File: config.mk
export PLATFORM = sky130hd
export DESIGN_NAME = pipe_hazard_ctrl
export DESIGN_NICKNAME = d
export VERILOG_FILES = /design/src/rtl/pipe_hazard_ctrl.sv
export SDC_FILE = /design/constraint.sdc
export NUM_CORES = 1
export LEC_CHECK = 0
export BUFFER_PORTS_ARGS = -buffer_cell sky130_fd_sc_hd__buf_4
export CORE_ASPECT_RATIO = 0.5
export CORE_UTILIZATION = 50
export DETAILED_ROUTE_END_ITERATION = 8
export PLACE_DENSITY = 0.8
export SLEW_MARGIN = 25
export SYNTH_ARGS = -nofsm -noshare
export SYNTH_HDL_FRONTEND = slang
export SYNTH_SLANG_ARGS = --single-unit
File: constraint.sdc
create_clock -name _clk -period 2.3 [get_ports _clk]
set_input_delay 0.23 -clock _clk [delete_from_list [all_inputs] [get_ports _clk]]
set_output_delay 0.23 -clock _clk [all_outputs]
set_load 0.03 [all_outputs]
File: src/rtl/pipe_hazard_ctrl.sv
// Hazard/sequencing controller for the 5-stage core: load-use stall, mispredict flush,
// E-operand forwarding, ebreak drain/halt sequencing and performance counters.
module pipe_hazard_ctrl #(
    parameter int         CNT_W      = 32,
    parameter logic [1:0] WB_SRC_MEM = 2'd1
) (
    input  logic             _clk,
    input  logic             _rst_n,
    input  logic             _id_valid,
    input  logic [4:0]       _id_rs1,
    input  logic [4:0]       _id_rs2,
    input  logic             _ex_valid,
    input  logic [4:0]       _ex_rs1,
    input  logic [4:0]       _ex_rs2,
    input  logic [4:0]       _ex_rd,
    input  logic             _ex_wb_we,
    input  logic [1:0]       _ex_wb_src,
    input  logic             _ex_is_bcond,
    input  logic             _ex_pred_taken,
    input  logic             _ex_act_taken,
    input  logic             _ex_ebreak,
    input  logic             _mem_valid,
    input  logic             _mem_wb_we,
    input  logic [4:0]       _mem_rd,
    input  logic [1:0]       _mem_wb_src,
    input  logic             _wb_valid,
    input  logic             _wb_wb_we,
    input  logic             _wb_ebreak,
    input  logic [4:0]       _wb_rd,
    input  logic             _resume,
    output logic             lw_block_,
    output logic             flush_fd_,
    output logic             flush_de_,
    output logic             redirect_,
    output logic [1:0]       fwd_rs1_sel_,
    output logic [1:0]       fwd_rs2_sel_,
    output logic             halted_,
    output logic [CNT_W-1:0] cnt_cycle_,
    output logic [CNT_W-1:0] cnt_retired_,
    output logic [CNT_W-1:0] cnt_stall_,
    output logic [CNT_W-1:0] cnt_flush_
);

    typedef enum logic [1:0] {RUN = 2'd0, DRAIN = 2'd1, HALTED = 2'd2} state_t;

    state_t state, state_nxt;
    logic   lu, mp, m_fwd, w_fwd;

    assign lu = _ex_valid & _ex_wb_we & (_ex_wb_src == WB_SRC_MEM) & (_ex_rd != 5'd0) &
                _id_valid & ((_id_rs1 == _ex_rd) | (_id_rs2 == _ex_rd));
    assign mp = _ex_valid & _ex_is_bcond & (_ex_pred_taken != _ex_act_taken);

    // A load in M has no data yet, so only non-load results are forwardable from M.
    assign m_fwd = _mem_valid & _mem_wb_we & (_mem_wb_src != WB_SRC_MEM);
    assign w_fwd = _wb_valid & _wb_wb_we;

    function automatic logic [1:0] fwd_sel(input logic [4:0] src, input logic mf,
                                           input logic [4:0] mrd, input logic wf,
                                           input logic [4:0] wrd);
        if (src == 5'd0)             return 2'd0;
        else if (mf && mrd == src)   return 2'd1;
        else if (wf && wrd == src)   return 2'd2;
        else                         return 2'd0;
    endfunction

    assign fwd_rs1_sel_ = fwd_sel(_ex_rs1, m_fwd, _mem_rd, w_fwd, _wb_rd);
    assign fwd_rs2_sel_ = fwd_sel(_ex_rs2, m_fwd, _mem_rd, w_fwd, _wb_rd);
    assign redirect_    = mp;
    assign halted_      = (state == HALTED);

    always_ff @(posedge _clk or negedge _rst_n) begin
        if (!_rst_n) state <= RUN;
        else         state <= state_nxt;
    end

    always_comb begin
        state_nxt = state;
        lw_block_ = 1'b0;
        flush_fd_ = mp;
        flush_de_ = mp;
        case (state)
            RUN: begin
                lw_block_ = lu & ~mp;
                flush_de_ = lu | mp;
                if (_ex_valid & _ex_ebreak & ~mp) state_nxt = DRAIN;
            end
            DRAIN: begin
                lw_block_ = 1'b1;
                flush_fd_ = 1'b1;
                flush_de_ = 1'b1;
                if (_wb_valid & _wb_ebreak) state_nxt = HALTED;
            end
            HALTED: begin
                lw_block_ = 1'b1;
                flush_de_ = 1'b1;
                if (_resume) state_nxt = RUN;
            end
            default: state_nxt = RUN;
        endcase
    end

    always_ff @(posedge _clk or negedge _rst_n) begin
        if (!_rst_n) begin
            cnt_cycle_   <= '0;
            cnt_retired_ <= '0;
            cnt_stall_   <= '0;
            cnt_flush_   <= '0;
        end else begin
            if (state != HALTED)              cnt_cycle_   <= cnt_cycle_ + 1'b1;
            if (_wb_valid && state != HALTED) cnt_retired_ <= cnt_retired_ + 1'b1;
            if (state == RUN && lu && !mp)    cnt_stall_   <= cnt_stall_ + 1'b1;
            if (mp)                           cnt_flush_   <= cnt_flush_ + 1'b1;
        end
    end

endmodule

==> flow_summary.ini, run 1 <==
[outcome]
outcome = finished clean

[worst_setup_path]
startpoint = state[1]$_DFFE_PN0P_
crit_required_ps = 2070
crit_chain = inv_1, ha_2, and2_2, o211ai_4, nor3_2, o21ba_2, buf_4
crit_buf_inv = 2
endpoint_kind = output pin
crit_fanout = 7
worstPathArrival_ps = 2000
critPathSlowestCell = dfrtp_1
slowest_delay_ps = 400
start_kind = register
worstSetupPathType = reg -> out
cpLargestDelayFamily = simple AND/OR/NAND/NOR gates
worstReg2RegStart = state[0]$_DFFE_PN0P_

[clock_network]
clock_path_buffers = 2
cts_tree = yes
cts_root_buf = clkbuf_16
cts_buffers = 17
clk_latency_ps = 410
cts_max_level = 4
cts.sinks = 130
clkSlewWorstSetupHoldPaths_ps = 60

[yosys]
ys_types = 55
syn_area_per_cell_sq_um = 10.9
ys_warn_count = 0
synthTopCellsByArea = dfrtp_1, xor2_1, xnor2_1
synth_edf_count = 0
syn_nets = 673
synth-async-reset-ratio_pct = 100
syn_inst = 611
synth_commonest_cells = dfrtp_1, xor2_1, xnor2_1
yosys_most_used_dff = dfrtp_1
synth_top_area_share_pct = 49.0
synth_area_sq_mm = 0.00664
synth_seq_area_share_pct = 49.0
synth_most_common_cell = dfrtp_1
synth_top_cell_by_area = dfrtp_1
ys_ff_latch = 130

[global_route]
grt_overflow_total = 0
grt_antenna_before_repair = 0
grt_pass1_wl_microns = 26600
gr-usage-all-layers_pct = 24.3
grt_start_max_net_pins = 49
grt_pass1_vias = 5315

[job]
maxCapViolations = 0

[placed_design]
dp_slack_ps = 129
place.port_buffers = 190
dp_cells = 976
gp_congestion = 0.874
dp_hpwl_microns = 11700

[sta]
hold_viol = 0
layout_setup_ws_ps = 74.9
relSlewSlack_pct = 56.0
max_freq_mhz = 449
worstMarginPinSlew_ps = 660
fin_skew_ps = 9.63
setup_viol = 0
finalCriticalPeriod_ps = 2230
drv_slew = 0
fin_crit_sh_pct = 96.7
grt_setup_unrepaired = true
whs_ps = 236

[routing]
vias_per_cell = 5.32
ant_nets = 0
wl_per_cell_microns = 15.8
firstDrtPassIters = 5
drc = 0
drt_iter0_drc = 302
routed_wl_microns = 16000
vias = 5371

[floorplanning]
start_util_pct = 51.9
core_area_sq_mm = 0.0128
die_h_microns = 83.5
die-area_sq_mm = 0.0138
rows = 29
die_w_microns = 165
pin_count = 191

[power_and_ir_drop]
cellPowerDensity_mw_per_mm2 = 788
p_leak_nw = 4.54
ir_worst_vdd_mv = 0.520
power_mw = 7.10

[layout]
nNetsFinal = 889
final_util_pct = 70.3
diodes = 0
drive_gt1_share_pct = 32.6
final_cells = 1010
area_growth_pct = 35.7

[min_path]
hp-start = _wb_ebreak
hp-class = in -> reg
==> placed cells by master, fill, tap and decap left out, types with 2 or more instances in the layout <==
cell type / count
clkinv_4: 3
nor4_2: 2
or4_4: 2
clkbuf_16: 17
inv_6: 7
o21ai_0: 2
nand2b_1: 3
nand4_1: 29
buf_4: 206
xnor2_1: 73
o211ai_1: 2
nor2b_1: 2
nor3_2: 2
nand3_2: 2
nor4_1: 17
or3_1: 2
bufinv_16: 2
and3_1: 24
xor2_1: 83
mux2_2: 4
and4_1: 8
dfrtp_1: 130
nor3_1: 21
ha_1: 7
nor2_1: 34
nor3b_1: 2
or4_1: 2
nand2_1: 49
nor4_4: 6
inv_1: 14
or2_2: 2
nand4b_1: 2
nand3_1: 46
and2_1: 3
nor4b_1: 2
==> metal layers <==
layer,global-route usage [%],routed length (microns),up-vias
li1,-,-,2581
met1,31.9,7130,2645
met2,40.4,8000,126
met3,4.77,643,19
met4,7.59,222,0
met5,0,0,-
==> worst register-to-register path, cell delays in order, from the launching register on <==
cell	delay, ps
dfrtp_1	390
inv_1	80
ha_1	270
nand4b_4	280
nor4_4	380
nand4_1	250
nor3_1	230
xor2_1	190
==> what timing repair did <==
| item | in CTS | in global routing |
|---|---|---|
| resized for setup | 2 | 5 |
| hold endpoints to repair | 45 | 0 |
| hold buffers | 1 | 0 |
| pin swaps | 1 | 1 |
| setup endpoints to repair | 1 | 7 |
| setup buffers | 1 | 0 |
==> stage by stage <==
stage                     TNS (ps)  cell area, sq um
after global routing         -68.3              9010
after detailed placement         0              8350
after CTS                        0              8970
after floorplan                  0              6640
final                            0              9010
after global placement           0              8350
==> where the power goes <==
part,leakage [nW],internal [mW],total [mW],switching [mW]
Clock,0.289,1.63,2.73,1.10
Combinational,2.48,0.679,1.65,0.972
Sequential,1.77,2.47,2.72,0.250
Total,4.54,4.78,7.10,2.32
==> path summary, 6_finish.rpt <==
path                                                      to  slack, ps  depth (start not counted)
worst max-delay path                               lw_block_         70                          7
worst min-delay path                    state[1]$_DFFE_PN0P_        240                          4
worst max register to register    cnt_cycle_[28]$_DFFE_PN0N_        160                          7
worst min register to register    cnt_stall_[31]$_DFFE_PN0P_        470                          1
max in group asynchronous         cnt_cycle_[31]$_DFFE_PN0N_       1170                          3
min in group asynchronous       cnt_retired_[15]$_DFFE_PN0P_        390                          2
==> layout make-up <==
cell class,count,area [sq um]
clock buffers,18,429
clock inverters,14,166
fillers,933,3800
inverters,15,70.1
multi-input cells,455,3300
flip-flops and latches,130,3250
well taps,170,213
repair buffers,208,1580
==> sequential cells by signal (all words and copies together) (netlist names) <==
signal,flops
cnt_cycle_,32
cnt_flush_,32
cnt_retired_,32
cnt_stall_,32
state,2
==> cell families after synthesis <==
logic type      share of synthesized area [%]
xor+xnor                                 20.6
flops                                    49.0
fa+ha+maj                                1.51
compound gates                           1.62
buf+inv                                  1.96
mux                                     0.678
simple gates                             24.7
(Power assumes the default switching activity.)
==> run 2: changes to the inputs <==
CTS_BUF_LIST = sky130_fd_sc_hd__clkbuf_2 sky130_fd_sc_hd__clkbuf_4 sky130_fd_sc_hd__clkbuf_8   (was default)
==> flow_summary.ini, run 2 (synthesis results as in run 1) <==
[outcome]
outcome = finished clean

[worst_setup_path]
worstReg2RegStart = state[0]$_DFFE_PN0P_
crit_required_ps = 2070
worstSetupPathType = reg -> out
ff2ff_setup_slack_ps = 190
reg2reg_depth = 7
worst_r2r_endpoint = cnt_stall_[31]$_DFFE_PN0P_
worstPathArrival_ps = 1950
endpoint_kind = output pin
start_kind = register
crit_fanout = 7

[placed_design]
gp_congestion = 0.874
dp_hpwl_microns = 11700
place.port_buffers = 190

[clock_network]
cts_root_buf = clkbuf_8
cts_tree = yes
cts.sinks = 130
clk_latency_ps = 420
cts_max_level = 4
clkSlewWorstSetupHoldPaths_ps = 80
clock_path_buffers = 2
cts_buffers = 17

[layout]
final_cell_mix = buf_4, dfrtp_1, xor2_1, xnor2_1, nand2_1
drive_gt1_share_pct = 32.7
area_growth_pct = 32.8
nNetsFinal = 889
diodes = 0
final_common_cell = buf_4

[global_route]
grt_start_max_net_pins = 49
grt_pass1_vias = 5274
grt_antenna_before_repair = 0
grt_overflow_total = 0
gr-usage-all-layers_pct = 23.9
grt_pass1_wl_microns = 26200

[min_path]
hp-class = in -> reg
min_path_cells = 4
min_to = state[1]$_DFFE_PN0P_
hp-start = _wb_ebreak

[floorplanning]
start_util_pct = 51.9
die_h_microns = 83.5
pin_count = 191
die_w_microns = 165
rows = 29
core_area_sq_mm = 0.0128
die-area_sq_mm = 0.0138

[sta]
fin_crit_sh_pct = 94.7
hold_viol = 0
finalCriticalPeriod_ps = 2180
fin_skew_ps = 16.0
relSlewSlack_pct = 56.1
max_freq_mhz = 459
worstMarginPinSlew_ps = 658
grt_setup_unrepaired = false
setup_viol = 0
setup-tns-final_ps = 0
drv_slew = 0

[routing]
wl_per_cell_microns = 15.6
firstDrtPassIters = 4
vias_per_cell = 5.30
drt-met1-wl_microns = 7050
vias = 5358
wl_met3_microns = 620
dr_wl_met2_microns = 7920
ant_nets = 0
routed_wl_microns = 15700
drt_iter0_drc = 295
drc = 0
top_layer = met4

[job]
maxCapViolations = 0

[power_and_ir_drop]
p_leak_nw = 4.45
power_mw = 6.39
cellPowerDensity_mw_per_mm2 = 724
ir_worst_vdd_mv = 0.494
run 2: changes by cell type in the layout (fill, tap and decap cells not counted), moves of 2 or more:
cell and change:
clkbuf_16 -17, clkbuf_8 +17, inv_1 -2, inv_2 +2
run 2: what timing repair did:
action / 4_1_cts / 5_1_grt
setup endpoints to repair: 2 / 5
hold buffers: 1 / 0
pin swaps: 1 / 1
gates resized for setup: 2 / 6
hold endpoints to repair: 45 / 0
cloned: 0 / 0
setup buffers: 0 / 1
run 2: worst max path at each step:
stage,end,start,depth (start not counted)
CTS,flush_de_,state[1]$_DFFE_PN0P_,6
detailed placement,cnt_stall_[31]$_DFFE_PN0P_,state[1]$_DFFE_PN0P_,7
global route,lw_block_,state[0]$_DFFE_PN0P_,7
global placement,cnt_stall_[17]$_DFFE_PN0P_,state[0]$_DFFE_PN0P_,7
finish,lw_block_,state[0]$_DFFE_PN0P_,7
floorplan,cnt_cycle_[18]$_DFFE_PN0N_,state[0]$_DFFE_PN0P_,8
run 2: per-stage QoR:
step	hold WS (ps)	setup WS [ps]	instance area, sq um	util [%]	std cells
after floorplan	-65.6	46.3	6640	-	611
final	218	122	8820	68.9	1010
after global placement	297	232	8350	65.2	976
after detailed placement	298	129	8350	65.2	976
after global routing	215	11.0	8820	68.9	1010
after CTS	192	9.43	8780	68.5	1009
run 2: area by class of cell:
type / instances / area (sq um)
Clock buffer: 18 / 241
Clock inverter: 14 / 166
Fill cell: 970 / 3990
Inverter: 15 / 70.1
Multi-Input combinational cell: 455 / 3300
Sequential cell: 130 / 3250
Tap cell: 170 / 213
Timing Repair Buffer: 208 / 1580
run 2: report_power, final:
group          switching, mW  total (mW)  leakage, nW  internal [mW]
logic                  0.977        1.67         2.48          0.694
clock network          0.992        2.01        0.205           1.01
registers              0.251        2.71         1.77           2.46
run 2: worst max-delay path, cell delays in order (launching register included):
cell and delay, ps:
dfrtp_1 420, inv_2 100, ha_4 150, and2_2 180
o211ai_4 120, nor3_2 230, o21ba_2 170, buf_4 160
run 2: per-layer routing:
| metal | up-vias | global-route usage [%] |
|---|---|---|
| met2 | 125 | 40.0 |
| met3 | 12 | 4.62 |
| met4 | 0 | 7.01 |
| li1 | 2573 | - |
| met1 | 2648 | 31.3 |
| met5 | - | 0 |
